$ cat config.mk
export PLATFORM = sky130hd
export DESIGN_NAME = dram_tx_dumper_flat
export DESIGN_NICKNAME = d
export VERILOG_FILES = /design/src/rtl/dram_tx_dumper_if.sv /design/src/rtl/dram_tx_dumper.sv /design/src/flat_wrapper.sv
export SDC_FILE = /design/constraint.sdc
export NUM_CORES = 1
export LEC_CHECK = 0
export CAP_MARGIN = 20
export CORE_MARGIN = 8
export CORE_UTILIZATION = 35
export DETAILED_ROUTE_END_ITERATION = 8
export SLEW_MARGIN = 40
export SYNTH_ARGS = -nofsm -noshare
export SYNTH_HDL_FRONTEND = slang
export SYNTH_SLANG_ARGS = --single-unit
$ cat constraint.sdc
create_clock -name clock -period 5.4 [get_ports clock]
set_input_delay 1.35 -clock clock [delete_from_list [all_inputs] [get_ports clock]]
set_output_delay 1.35 -clock clock [all_outputs]
set_load 0.005 [all_outputs]
$ cat src/rtl/dram_tx_dumper_if.sv
// DRAM read port, start trigger and UART outputs of the post-processing
// dump block, bundled so the board and the dumper share one connection.
interface dram_tx_dumper_if #(
  parameter int ADDR_WIDTH = 16
);
  logic                  start_Tx;
  logic [ADDR_WIDTH-1:0] dram_addr;
  logic                  dram_select;
  logic [7:0]            dram_data;
  logic                  tx;
  logic                  tx_busy;
  logic                  tx_done;

  // The dumper drives the DRAM address/select and the UART side.
  modport master (
    input  start_Tx,
    input  dram_data,
    output dram_addr,
    output dram_select,
    output tx,
    output tx_busy,
    output tx_done
  );

  // The board/control side supplies the trigger and DRAM read data.
  modport slave (
    output start_Tx,
    output dram_data,
    input  dram_addr,
    input  dram_select,
    input  tx,
    input  tx_busy,
    input  tx_done
  );
endinterface

$ cat src/rtl/dram_tx_dumper.sv
// Reads NUM_BYTES bytes of DRAM starting at START_ADDR once the control
// state machine finishes, and sends each byte as an 8N1 UART frame.
//
// state  | meaning
// -------+----------------------------------------------------------
// IDLE   | waiting for a rising edge on start_Tx
// ADDR   | dram_addr presented to DRAM
// WAIT   | DRAM read latency cycle
// LATCH  | dram_data captured into the shift register
// START  | start bit (tx=0) for CLKS_PER_BIT cycles
// DATA   | 8 data bits, LSB first, CLKS_PER_BIT cycles each
// STOP   | stop bit (tx=1); count the byte, fetch next or finish
// DONE   | dump finished; wait for start_Tx to drop
module dram_tx_dumper #(
  parameter int                    ADDR_WIDTH   = 16,
  parameter logic [ADDR_WIDTH-1:0] START_ADDR   = '0,
  parameter int                    NUM_BYTES    = 256,
  parameter int                    CLKS_PER_BIT = 434
) (
  input logic               clock,
  input logic               reset,
  dram_tx_dumper_if.master  bus
);

  localparam int BAUD_W = (CLKS_PER_BIT > 1) ? $clog2(CLKS_PER_BIT) : 1;
  // Byte counter must represent NUM_BYTES itself (up to 2^ADDR_WIDTH).
  localparam int CNT_W  = $clog2(NUM_BYTES + 1);

  localparam logic [BAUD_W-1:0] BAUD_LAST   = BAUD_W'(CLKS_PER_BIT - 1);
  localparam logic [CNT_W-1:0]  NUM_BYTES_C = CNT_W'(NUM_BYTES);
  localparam logic [CNT_W-1:0]  CNT_ONE     = CNT_W'(1);

  typedef enum logic [2:0] {
    S_IDLE,
    S_ADDR,
    S_WAIT,
    S_LATCH,
    S_START,
    S_DATA,
    S_STOP,
    S_DONE
  } state_t;

  state_t                state_q, state_d;
  logic [ADDR_WIDTH-1:0] addr_q, addr_d;
  logic [CNT_W-1:0]      remaining_q, remaining_d;
  logic [BAUD_W-1:0]     baud_q, baud_d;
  logic [2:0]            bit_idx_q, bit_idx_d;
  logic [7:0]            shift_q, shift_d;
  logic                  tx_q, tx_d;
  logic                  busy_q, busy_d;
  logic                  select_q, select_d;
  logic                  done_q, done_d;
  logic                  start_prev_q, start_prev_d;
  logic                  trigger;
  logic                  baud_end;

  assign trigger  = bus.start_Tx & ~start_prev_q;
  assign baud_end = (baud_q == BAUD_LAST);

  // Next-state, counters and registered outputs for the dump sequence.
  always_comb begin
    state_d      = state_q;
    addr_d       = addr_q;
    remaining_d  = remaining_q;
    baud_d       = baud_q;
    bit_idx_d    = bit_idx_q;
    shift_d      = shift_q;
    busy_d       = busy_q;
    select_d     = select_q;
    done_d       = done_q;
    start_prev_d = bus.start_Tx;

    case (state_q)
      S_IDLE: begin
        if (trigger) begin
          state_d     = S_ADDR;
          addr_d      = START_ADDR;
          remaining_d = NUM_BYTES_C;
          busy_d      = 1'b1;
          select_d    = 1'b1;
        end
      end
      S_ADDR:  state_d = S_WAIT;
      S_WAIT:  state_d = S_LATCH;
      S_LATCH: begin
        shift_d   = bus.dram_data;
        baud_d    = '0;
        bit_idx_d = '0;
        state_d   = S_START;
      end
      S_START: begin
        if (baud_end) begin
          baud_d    = '0;
          bit_idx_d = '0;
          state_d   = S_DATA;
        end else begin
          baud_d = baud_q + 1'b1;
        end
      end
      S_DATA: begin
        if (baud_end) begin
          baud_d = '0;
          if (bit_idx_q == 3'd7) begin
            state_d = S_STOP;
          end else begin
            bit_idx_d = bit_idx_q + 3'd1;
            shift_d   = {1'b0, shift_q[7:1]};
          end
        end else begin
          baud_d = baud_q + 1'b1;
        end
      end
      S_STOP: begin
        if (baud_end) begin
          baud_d      = '0;
          remaining_d = remaining_q - 1'b1;
          // Termination is by byte count only, so a window that wraps
          // the address space still sends exactly NUM_BYTES frames.
          if (remaining_q == CNT_ONE) begin
            state_d  = S_DONE;
            busy_d   = 1'b0;
            select_d = 1'b0;
            done_d   = 1'b1;
          end else begin
            addr_d  = addr_q + 1'b1;
            state_d = S_ADDR;
          end
        end else begin
          baud_d = baud_q + 1'b1;
        end
      end
      S_DONE: begin
        if (!bus.start_Tx) begin
          state_d = S_IDLE;
          done_d  = 1'b0;
        end
      end
      default: state_d = S_IDLE;
    endcase

    // tx is registered from the state being entered so the line never
    // glitches on state decode.
    case (state_d)
      S_START: tx_d = 1'b0;
      S_DATA:  tx_d = shift_d[0];
      default: tx_d = 1'b1;
    endcase
  end

  // State and datapath registers; reset returns the line to idle at once.
  always_ff @(posedge clock) begin
    start_prev_q <= start_prev_d;
    if (reset) begin
      state_q     <= S_IDLE;
      addr_q      <= START_ADDR;
      remaining_q <= '0;
      baud_q      <= '0;
      bit_idx_q   <= '0;
      shift_q     <= '0;
      tx_q        <= 1'b1;
      busy_q      <= 1'b0;
      select_q    <= 1'b0;
      done_q      <= 1'b0;
    end else begin
      state_q     <= state_d;
      addr_q      <= addr_d;
      remaining_q <= remaining_d;
      baud_q      <= baud_d;
      bit_idx_q   <= bit_idx_d;
      shift_q     <= shift_d;
      tx_q        <= tx_d;
      busy_q      <= busy_d;
      select_q    <= select_d;
      done_q      <= done_d;
    end
  end

  assign bus.dram_addr   = addr_q;
  assign bus.dram_select = select_q;
  assign bus.tx          = tx_q;
  assign bus.tx_busy     = busy_q;
  assign bus.tx_done     = done_q;

endmodule

$ cat src/flat_wrapper.sv
// flat-port wrapper written by rule: the top's interface ports become plain ports
module dram_tx_dumper_flat 
#(
  parameter int                    ADDR_WIDTH   = 16,
  parameter logic [ADDR_WIDTH-1:0] START_ADDR   = '0,
  parameter int                    NUM_BYTES    = 256,
  parameter int                    CLKS_PER_BIT = 434
)
  (clock, reset, bus_start_Tx, bus_dram_data, bus_dram_addr, bus_dram_select, bus_tx, bus_tx_busy, bus_tx_done);
  dram_tx_dumper_if #(.ADDR_WIDTH(ADDR_WIDTH)) bus_i ();
  input logic clock;
  input logic reset;
  input wire logic [$bits(bus_i.start_Tx)-1:0] bus_start_Tx;
  input wire logic [$bits(bus_i.dram_data)-1:0] bus_dram_data;
  output wire logic [$bits(bus_i.dram_addr)-1:0] bus_dram_addr;
  output wire logic [$bits(bus_i.dram_select)-1:0] bus_dram_select;
  output wire logic [$bits(bus_i.tx)-1:0] bus_tx;
  output wire logic [$bits(bus_i.tx_busy)-1:0] bus_tx_busy;
  output wire logic [$bits(bus_i.tx_done)-1:0] bus_tx_done;
  assign bus_i.start_Tx = bus_start_Tx;
  assign bus_i.dram_data = bus_dram_data;
  assign bus_dram_addr = bus_i.dram_addr;
  assign bus_dram_select = bus_i.dram_select;
  assign bus_tx = bus_i.tx;
  assign bus_tx_busy = bus_i.tx_busy;
  assign bus_tx_done = bus_i.tx_done;
  dram_tx_dumper #(.ADDR_WIDTH(ADDR_WIDTH), .START_ADDR(START_ADDR), .NUM_BYTES(NUM_BYTES), .CLKS_PER_BIT(CLKS_PER_BIT)) u_core (.clock(clock), .reset(reset), .bus(bus_i));
endmodule
==> key figures, run 1 <==
GRT
  – Met2 GRT Util: 0.1929
  – Number of global-route vias before repair: 2134
  – Congestion Overflow GR: 0
  – Global routing usage on met1: 0.1388
  – First-pass GRT wire length: 9.701 mm
  – Gr busiest metal: met2
  – Largest net degree at the start of global routing: 32
  – Total GRT Usage: 0.1141
  – Met3 GRT Util: 0.02725
  – Initial antenna violation count: 0

Critical path
  – Worst r2r dst: u_core.bus.dram_addr[14]$_SDFFE_PP0P_
  – Worst EP arrival: 3.28 ns
  – CP endpoint kind: flop
  – Reg2reg start: u_core.state_q[2]$_SDFF_PP0_
  – WP data required: 5.63 ns
  – Worst-path fanout max: 16
  – CP Launch Type: input pin
  – Reg2Reg Setup Slack: 2.76 ns
  – Path depth of the worst reg2reg path: 5
  – WS Path Type: input pin to flop

Synthesis
  – Mapped Area: 2590 um2
  – Area share of the largest cell type after synthesis: 0.4019
  – Synth area leader: dfxtp_1
  – Post-Syn Nets: 327
  – Syn avg cell area: 8.382 um2
  – Top cells by area, synth: dfxtp_1 (40%), nor2_1 (5.5%), a21oi_1 (5.0%)
  – Mapped Cells: 309
  – Most common cell in the netlist: dfxtp_1
  – Sequential area share after synthesis: 0.4019
  – Distinct cells, synth: 53
  – Post-synth top flop: dfxtp_1
  – Asr flop ratio synth: 0
  – Ys Warns: 0
  – Synthesis-stage register bit count: 52
  – Synth top cells by count: dfxtp_1 (52), nor2_1 (38), a21oi_1 (26), nand2_1 (25)
  – EDFF count, synth: 0

Detailed routing
  – WL per Instance: 13.36 um
  – 1st-iter DRT viols: 125
  – DR pass1 iterations: 4
  – Post-route ant nets: 0
  – Vias/cell: 5.206
  – Post-Route WL: 5.771 mm
  – Vias: 2249
  – Drt drc: 0

Cells and area
  – Ratio of cells with drive above 1 in the final layout: 0.04805
  – Antenna diodes: 0
  – Post-Layout Inst Area: 3075 um2
  – Nets: 350
  – Area Growth Syn to Fin: 18.74%
  – Post-Layout Cell Count: 432
  – Post-layout util: 0.4263

STA
  – Max Fclk: 327.7 MHz
  – Setup TNS Final: 0 ns
  – Clock Skews: 0.003668 ns
  – Measured slew at the worst slew-check pin: 0.7633 ns
  – Setup violators final: 0
  – Final hold violation count: 0
  – Final period utilization: 0.5651
  – Pins Over Slew Limit: 0
  – RSZ-0062 raised after global routing: no
  – Tmin final: 3.052 ns
  – Worst rel slew slack: 0.4839

Worst hold path
  – Hold depth: 2
  – Hold Path End: u_core.shift_q[3]$_SDFFE_PP0P_
  – Hold Path Class: flop to flop
  – Hold_sp: u_core.shift_q[3]$_SDFFE_PP0P_

Die
  – Core Area: 7214 um2
  – Site Rows: 31
  – Die area: 10410 um2
  – Die Ht: 102.0 um
  – Starting Density: 0.3590
  – I/O pin cnt: 31
  – DIE WIDTH: 102.0 um

Clocking
  – Clock Latency Late Sink: 0.30 ns
  – TritonCTS clock tree: built
  – Post-CTS setup buffers: 0
  – CTS Root Cell: clkbuf_8
  – Clock Sink Count: 52
  – Reg clk slew, reported paths: 0.09 ns
  – Cts hold-fix bufs: 0
  – CTS buffer count: 5
  – CTS-repair resized insts: 0
  – CTS H-tree lvls: 2
  – CTS Buffer Depth: 2

Place
  – DP Wirelength: 4.211 mm
  – Placer congestion estimate: 0.8012
  – Port Buffers: 30
  – Post-DP Area: 2964 um2
  – Placed Cells: 424

Power and ir drop
  – PwrDens: 232.1 nW/um2
  – Cell leakage power: 0.9863 nW
  – Worst ir drop on vdd: 0.1047 mV
  – Total chip power: 0.7137 mW

Job
  – Max Cap Viol: 0

Outcome
  – Outcome: complete, no violations
==> layout by cell type, fill, tap and decap left out, types with 5 or more instances in the layout <==
cell type	Yosys	final
clkdlybuf4s50_1	0	30
nand2_1	25	25
nand3_1	6	6
xnor2_1	6	6
nor2_1	38	38
a22oi_1	9	9
o21ai_0	12	12
a21oi_1	26	26
or3_1	5	5
clkbuf_8	0	5
inv_1	9	9
ha_1	7	7
nor3_1	12	12
o211ai_1	8	8
xor2_1	9	9
dfxtp_1	52	52
and3_1	5	5
==> flip-flops by register name (all words and copies together), names as in the netlist <==
| signal | count |
|---|---|
| u_core.bit_idx_q | 3 |
| u_core.bus.tx_busy | 1 |
| u_core.bus.tx_done | 1 |
| u_core.start_prev_q | 1 |
| u_core.state_q | 3 |
| u_core.shift_q | 8 |
| u_core.bus.dram_addr | 16 |
| u_core.remaining_q | 9 |
| u_core.bus.tx | 1 |
| u_core.baud_q | 9 |
==> layer usage <==
metal  up-vias  routed length [um]
met5         -                   0
met4         0                  67
met3         6                 241
met2        37                2624
met1      1043                2838
li1       1163                   -
==> layout make-up <==
cell class / count / area, um2
Fill cell: 769 / 4139
Multi-Input combinational cell: 231 / 1443
Sequential cell: 52 / 1041
Timing Repair Buffer: 33 / 322.8
Tap cell: 99 / 123.9
Clock buffer: 6 / 72.57
Clock inverter: 2 / 38.79
Inverter: 9 / 33.78
==> logic make-up (layout without fill, tap and decap cells) <==
logic type / Yosys count / after routing / share of synthesized area
adder cells (fa/ha/maj): 7 / 7 / 0.03381
AND/OR/NAND/NOR: 124 / 124 / 0.2459
buffers and inverters: 26 / 50 / 0.04107
multiplexers: 4 / 4 / 0.01546
flip-flops: 52 / 52 / 0.4019
XOR/XNOR: 15 / 15 / 0.05073
AO/OA/AOI/OAI: 81 / 81 / 0.2111
==> metrics by stage <==
stage	hold WS (ns)	setup slack, ns
2_1_floorplan	0.4316	2.763
3_3_place_gp	0.4432	2.071
3_5_place_dp	0.4502	2.024
4_1_cts	0.4641	2.348
5_1_grt	0.4756	2.171
6_report	0.4597	2.348
==> worst max-delay path by stage <==
stage                  from                                    end  slack [ns]
2_1_floorplan  bus_start_Tx     u_core.remaining_q[7]$_SDFFE_PP0P_        2.76
3_3_place_gp   bus_start_Tx  u_core.bus.dram_addr[14]$_SDFFE_PP0P_        2.07
3_5_place_dp   bus_start_Tx  u_core.bus.dram_addr[14]$_SDFFE_PP0P_        2.02
4_1_cts        bus_start_Tx  u_core.bus.dram_addr[14]$_SDFFE_PP0P_        2.35
5_1_grt        bus_start_Tx  u_core.bus.dram_addr[14]$_SDFFE_PP0P_        2.17
6_report       bus_start_Tx  u_core.bus.dram_addr[14]$_SDFFE_PP0P_        2.35
==> report_power, final <==
group | leakage (nW) | internal, mW | switching, mW | total [mW]
Combinational | 0.510 | 0.0218 | 0.0260 | 0.0478
Clock | 0.0558 | 0.140 | 0.129 | 0.269
Sequential | 0.420 | 0.389 | 0.00727 | 0.397
==> critical path: stages <==
cell and delay (ns):
clkdlybuf4s50_1 0.56, nor2b_1 0.23, and2_0 0.15, buf_4 0.20, nor2_2 0.12, or4_1 0.53, a21oi_1 0.14
No activity file was read; power rests on OpenSTA's default activity.
==> inputs of run 2 (changes only) <==
Clock period 5.4 ns to 2.57 ns, I/O delays scaled along.
==> run 2 against run 1 <==
Effect of this change:
- clock power increased by 83%
- first-iteration DRC count shrank 42%
- critical endpoint unchanged
- non-clock buffer count up 13
- critical path depth increased by 1
- sequential share of layout area fell by 1.0 points
- sequential power rose by 110%
- largest cell class unchanged
- count of clock-buffer cells in the layout decreased by 1
- register-to-register slack worse by 2.5 ns
- total power is 100% higher
==> key figures, run 2 (synthesis gave the netlist of run 1 again) <==
Clocking
  – CTS-repair resized insts: 0
  – CTS Root Cell: clkbuf_8
  – Clock Sink Count: 52
  – TritonCTS clock tree: built
  – Clock Latency Late Sink: 0.31 ns
  – CTS Buffer Depth: 2
  – Reg clk slew, reported paths: 0.10 ns
  – Post-CTS setup buffers: 0
  – CTS buffer count: 5
  – CTS H-tree lvls: 2
  – Cts hold-fix bufs: 0

STA
  – Measured slew at the worst slew-check pin: 0.5587 ns
  – Setup TNS Final: 0 ns
  – Setup violators final: 0
  – Final hold violation count: 0
  – Worst rel slew slack: 0.6259
  – Pins Over Slew Limit: 0
  – Final period utilization: 0.8814
  – RSZ-0062 raised after global routing: no
  – Max Fclk: 441.5 MHz
  – Tmin final: 2.265 ns
  – Clock Skews: 0.009049 ns

Detailed routing
  – Vias/cell: 5.240
  – WL per Instance: 13.24 um
  – Post-route ant nets: 0
  – 1st-iter DRT viols: 73
  – Vias: 2332
  – DR pass1 iterations: 4
  – Post-Route WL: 5.890 mm
  – Drt drc: 0

Outcome
  – Outcome: complete, no violations

Place
  – Port Buffers: 30
  – Placer congestion estimate: 0.8601
  – DP Wirelength: 4.285 mm

Cells and area
  – FILL cells: 742
  – Most frequent cells in the layout: dfxtp_1 (52), nor2_1 (38), clkdlybuf4s50_1 (30)
  – Register area: 1041 um2
  – Ratio of cells with drive above 1 in the final layout: 0.08671
  – Leading cell type in the layout, fill and taps excluded: dfxtp_1
  – Post-layout util: 0.4395
  – Nets: 363
  – Max reg flops: 16
  – Area of the multi-input gates: 1443 um2
  – Area Growth Syn to Fin: 22.42%
  – Antenna diodes: 0

GRT
  – Number of global-route vias before repair: 2175
  – Congestion Overflow GR: 0
  – Initial antenna violation count: 0
  – Total GRT Usage: 0.1181
  – Largest net degree at the start of global routing: 22
  – First-pass GRT wire length: 9.991 mm

Critical path
  – Delay of the slowest cell on the worst path: 0.52 ns
  – Worst path slowest cell: or4_1
  – CP Launch Type: flop
  – Worst-path fanout max: 12
  – Worst EP arrival: 2.51 ns
  – Family with the most delay on the worst path: simple AND/OR/NAND/NOR gates
  – WP data required: 2.81 ns
  – Worst-path cell chain: inv_1 -> ha_1 -> nor4b_1 -> buf_4 -> a2111oi_4 -> nor2_2 -> or4_1 -> a21oi_1
  – CP endpoint kind: flop
  – WS Path Type: flop to flop
  – WP buf/inv: 2

Job
  – Max Cap Viol: 0

Die
  – Starting Density: 0.3590
  – I/O pin cnt: 31
  – DIE WIDTH: 102.0 um
  – Core Area: 7214 um2
  – Site Rows: 31
  – Die Ht: 102.0 um
  – Die area: 10410 um2

Power and ir drop
  – Worst ir drop on vdd: 0.1959 mV
  – PwrDens: 455.2 nW/um2
  – Cell leakage power: 1.045 nW

Worst hold path
  – Hold Path Class: flop to flop
run 2: changes by cell type in the layout (fill, tap and decap cells not counted):
cell | before | now
buf_12 | 0 | 1
buf_4 | 3 | 15
bufinv_16 | 1 | 0
clkbuf_1 | 1 | 0
clkinv_4 | 0 | 1
clkinvlp_4 | 0 | 1
inv_6 | 1 | 0
inv_8 | 0 | 1
run 2: worst paths after layout:
check	depth (start not counted)	slack, ns	endpoint	from
setup / recovery	8	0.30	u_core.bus.dram_addr[14]$_SDFFE_PP0P_	u_core.remaining_q[1]$_SDFFE_PP0P_
hold / removal	2	0.46	u_core.shift_q[3]$_SDFFE_PP0P_	u_core.shift_q[3]$_SDFFE_PP0P_
setup reg to reg	8	0.30	u_core.bus.dram_addr[14]$_SDFFE_PP0P_	u_core.remaining_q[1]$_SDFFE_PP0P_
hold reg to reg	2	0.46	u_core.shift_q[3]$_SDFFE_PP0P_	u_core.shift_q[3]$_SDFFE_PP0P_
run 2: per-layer routing:
metal  vias to the layer above  wire length (um)  part of all wire  GRT usage
li1                       1199                 -                 -          -
met1                      1083              2857              0.49     0.1472
met2                        45              2714              0.46     0.1974
met3                         5               257             0.044    0.02657
met4                         0                61             0.010    0.03499
met5                         -                 0                 0          0
run 2: tightest hold or removal path, stage by stage, from the launching register on:
cell,delay (ns)
dfxtp_1,0.32
nand2_1,0.05
a21oi_1,0.05
run 2: cell type report:
type | count | share of cell area
clock inverters | 3 | 0.008682
repair buffers | 46 | 0.1365
inverters | 9 | 0.01066
clock buffers | 5 | 0.02170
flip-flops and latches | 52 | 0.3283
well taps | 99 | 0.03907
multi-input cells | 231 | 0.4550
run 2: metrics by stage:
| stage | area, um2 | setup WS (ns) | hold slack, ns | power [mW] | instances |
|---|---|---|---|---|---|
| 2_1_floorplan | 2590 | 0.5684 | 0.4316 | 0.9177 | 309 |
| 3_3_place_gp | 3074 | 0.1089 | 0.4423 | 0.9688 | 437 |
| 3_5_place_dp | 3074 | 0.1012 | 0.4470 | 0.9692 | 437 |
| 4_1_cts | 3171 | 0.3100 | 0.4642 | 1.465 | 445 |
| 5_1_grt | 3171 | 0.1609 | 0.4877 | 1.515 | 445 |
| 6_report | 3171 | 0.3048 | 0.4570 | 1.443 | 445 |
run 2: where the power goes:
group / total, mW / switching [mW] / internal (mW)
logic: 0.119 / 0.0611 / 0.0584
registers: 0.831 / 0.0124 / 0.819
clock network: 0.493 / 0.293 / 0.200
==> inputs of run 3 (changes only) <==
Settings changed: CAP_MARGIN 20 to 10, PLACE_DENSITY_LB_ADDON from default to 0.2, SETUP_SLACK_MARGIN from default to 0.1.
==> run 3 against run 2 <==
Effect of this change:
- die area did not move
- clock power increased by 17%
- non-clock buffer count down 2
- core utilization shrank 0.12 points
- clock skew is 0.0025 ns lower
- via count decreased by 0.86%
- global-route usage decreased by 0.30 points
- critical path type unchanged
- critical endpoint is now u_core.bus.dram_addr[15]$_SDFFE_PP0P_
- largest cell class unchanged
==> key figures, run 3 (synthesis gave the netlist of run 1 again) <==
Die
  – DIE WIDTH: 102.0 um
  – Core Area: 7214 um2
  – Site Rows: 31
  – Starting Density: 0.3590
  – I/O pin cnt: 31
  – Die Ht: 102.0 um
  – Die area: 10410 um2

Critical path
  – Crit path from: u_core.remaining_q[1]$_SDFFE_PP0P_
  – Reg2reg start: u_core.remaining_q[1]$_SDFFE_PP0P_
  – CP endpoint kind: flop
  – Worst EP arrival: 2.47 ns
  – WS Path Type: flop to flop
  – WP data required: 2.81 ns
  – CP Launch Type: flop
  – Worst-path fanout max: 8

Cells and area
  – Post-Layout Cell Count: 443
  – Area Growth Syn to Fin: 22.08%
  – Most frequent cells in the layout: dfxtp_1 (52), nor2_1 (38), clkdlybuf4s50_1 (30)
  – Leading cell type in the layout, fill and taps excluded: dfxtp_1
  – Antenna diodes: 0
  – Nets: 361
  – Ratio of cells with drive above 1 in the final layout: 0.08140
  – Max reg flops: 16

STA
  – Tmin final: 2.228 ns
  – Final hold violation count: 0
  – Setup violators final: 0
  – Hold slack final: 0.4544 ns
  – Pins Over Slew Limit: 0
  – Worst rel slew slack: 0.6217
  – Final period utilization: 0.8668
  – Max Fclk: 448.9 MHz
  – Measured slew at the worst slew-check pin: 0.5637 ns
  – Setup WS post-layout: 0.3424 ns
  – RSZ-0062 raised after global routing: no
  – Setup TNS Final: 0 ns
  – Clock Skews: 0.006500 ns

Detailed routing
  – 1st-iter DRT viols: 86
  – DR pass1 iterations: 4
  – Vias: 2312
  – Post-route ant nets: 0
  – Vias/cell: 5.219
  – Drt drc: 0
  – Post-Route WL: 5.830 mm
  – WL per Instance: 13.16 um

Place
  – DP Worst Slack: 0.08345 ns
  – Placer congestion estimate: 0.8767
  – DP Wirelength: 4.286 mm
  – Port Buffers: 30
  – Placed Cells: 435

GRT
  – Largest net degree at the start of global routing: 25
  – Total GRT Usage: 0.1151
  – Number of global-route vias before repair: 2201
  – First-pass GRT wire length: 9.818 mm
  – Initial antenna violation count: 0
  – Congestion Overflow GR: 0

Clocking
  – CTS buffer count: 5
  – Reg clk slew, reported paths: 0.10 ns
  – Cts hold-fix bufs: 0
  – Clock Latency Late Sink: 0.30 ns
  – CTS H-tree lvls: 2
  – Post-CTS setup buffers: 0
  – CTS Buffer Depth: 2
  – Clock Sink Count: 52
  – CTS-repair resized insts: 0
  – TritonCTS clock tree: built
  – CTS Root Cell: clkbuf_8

Power and ir drop
  – Total chip power: 1.521 mW
  – PwrDens: 481.0 nW/um2
  – Worst ir drop on vdd: 0.2607 mV
  – Cell leakage power: 1.041 nW

Worst hold path
  – Hold Path Class: flop to flop
  – Hold_sp: u_core.shift_q[1]$_SDFFE_PP0P_

Outcome
  – Outcome: complete, no violations

Job
  – Max Cap Viol: 0
run 3: cell types whose count changed in the layout (fill, tap and decap cells not counted):
| cell | delta |
|---|---|
| inv_8 | -1 |
| bufinv_16 | +1 |
| buf_4 | -1 |
| buf_12 | -1 |
| clkinv_4 | -1 |
| inv_6 | +1 |
run 3: where the power goes:
part           internal, mW  switching (mW)
combinational        0.0547          0.0599
clock                 0.294           0.282
sequential            0.818          0.0124
run 3: area by class of cell:
cell class                      instances  area [um2]
Sequential cell                        52        1041
Tap cell                               99       123.9
Inverter                                9       33.78
Fill cell                             745        4053
Clock inverter                          3       46.29
Timing Repair Buffer                   44       405.4
Multi-Input combinational cell        231        1443
Clock buffer                            5       68.82
run 3: worst paths after layout:
kind | end | slack (ns) | cells after the start
hold reg to reg | u_core.shift_q[1]$_SDFFE_PP0P_ | 0.45 | 2
setup reg to reg | u_core.bus.dram_addr[15]$_SDFFE_PP0P_ | 0.34 | 9
setup / recovery | u_core.bus.dram_addr[15]$_SDFFE_PP0P_ | 0.34 | 9
hold / removal | u_core.shift_q[1]$_SDFFE_PP0P_ | 0.45 | 2
run 3: worst max-delay path: stages, from the launching register on:
cell and delay [ns]:
dfxtp_1 0.38, inv_1 0.07, ha_1 0.17, nor4b_1 0.14, buf_4 0.15, a2111oi_4 0.40, buf_4 0.22, o21ai_1 0.10
or4_1 0.41, a21oi_1 0.14
run 3: stage by stage:
step / utilization / cell area (um2)
after floorplan: - / 2590
final: 0.4383 / 3162
after global placement: 0.4223 / 3047
after global routing: 0.4383 / 3162
after CTS: 0.4383 / 3162
after detailed placement: 0.4223 / 3047
run 3: routing by layer:
metal,part of all wire,global-route usage,vias to the layer above
met5,0,0,-
met4,0.0048,0.03612,0
met3,0.043,0.02861,2
met2,0.48,0.1994,36
met1,0.47,0.1357,1083
li1,-,-,1191
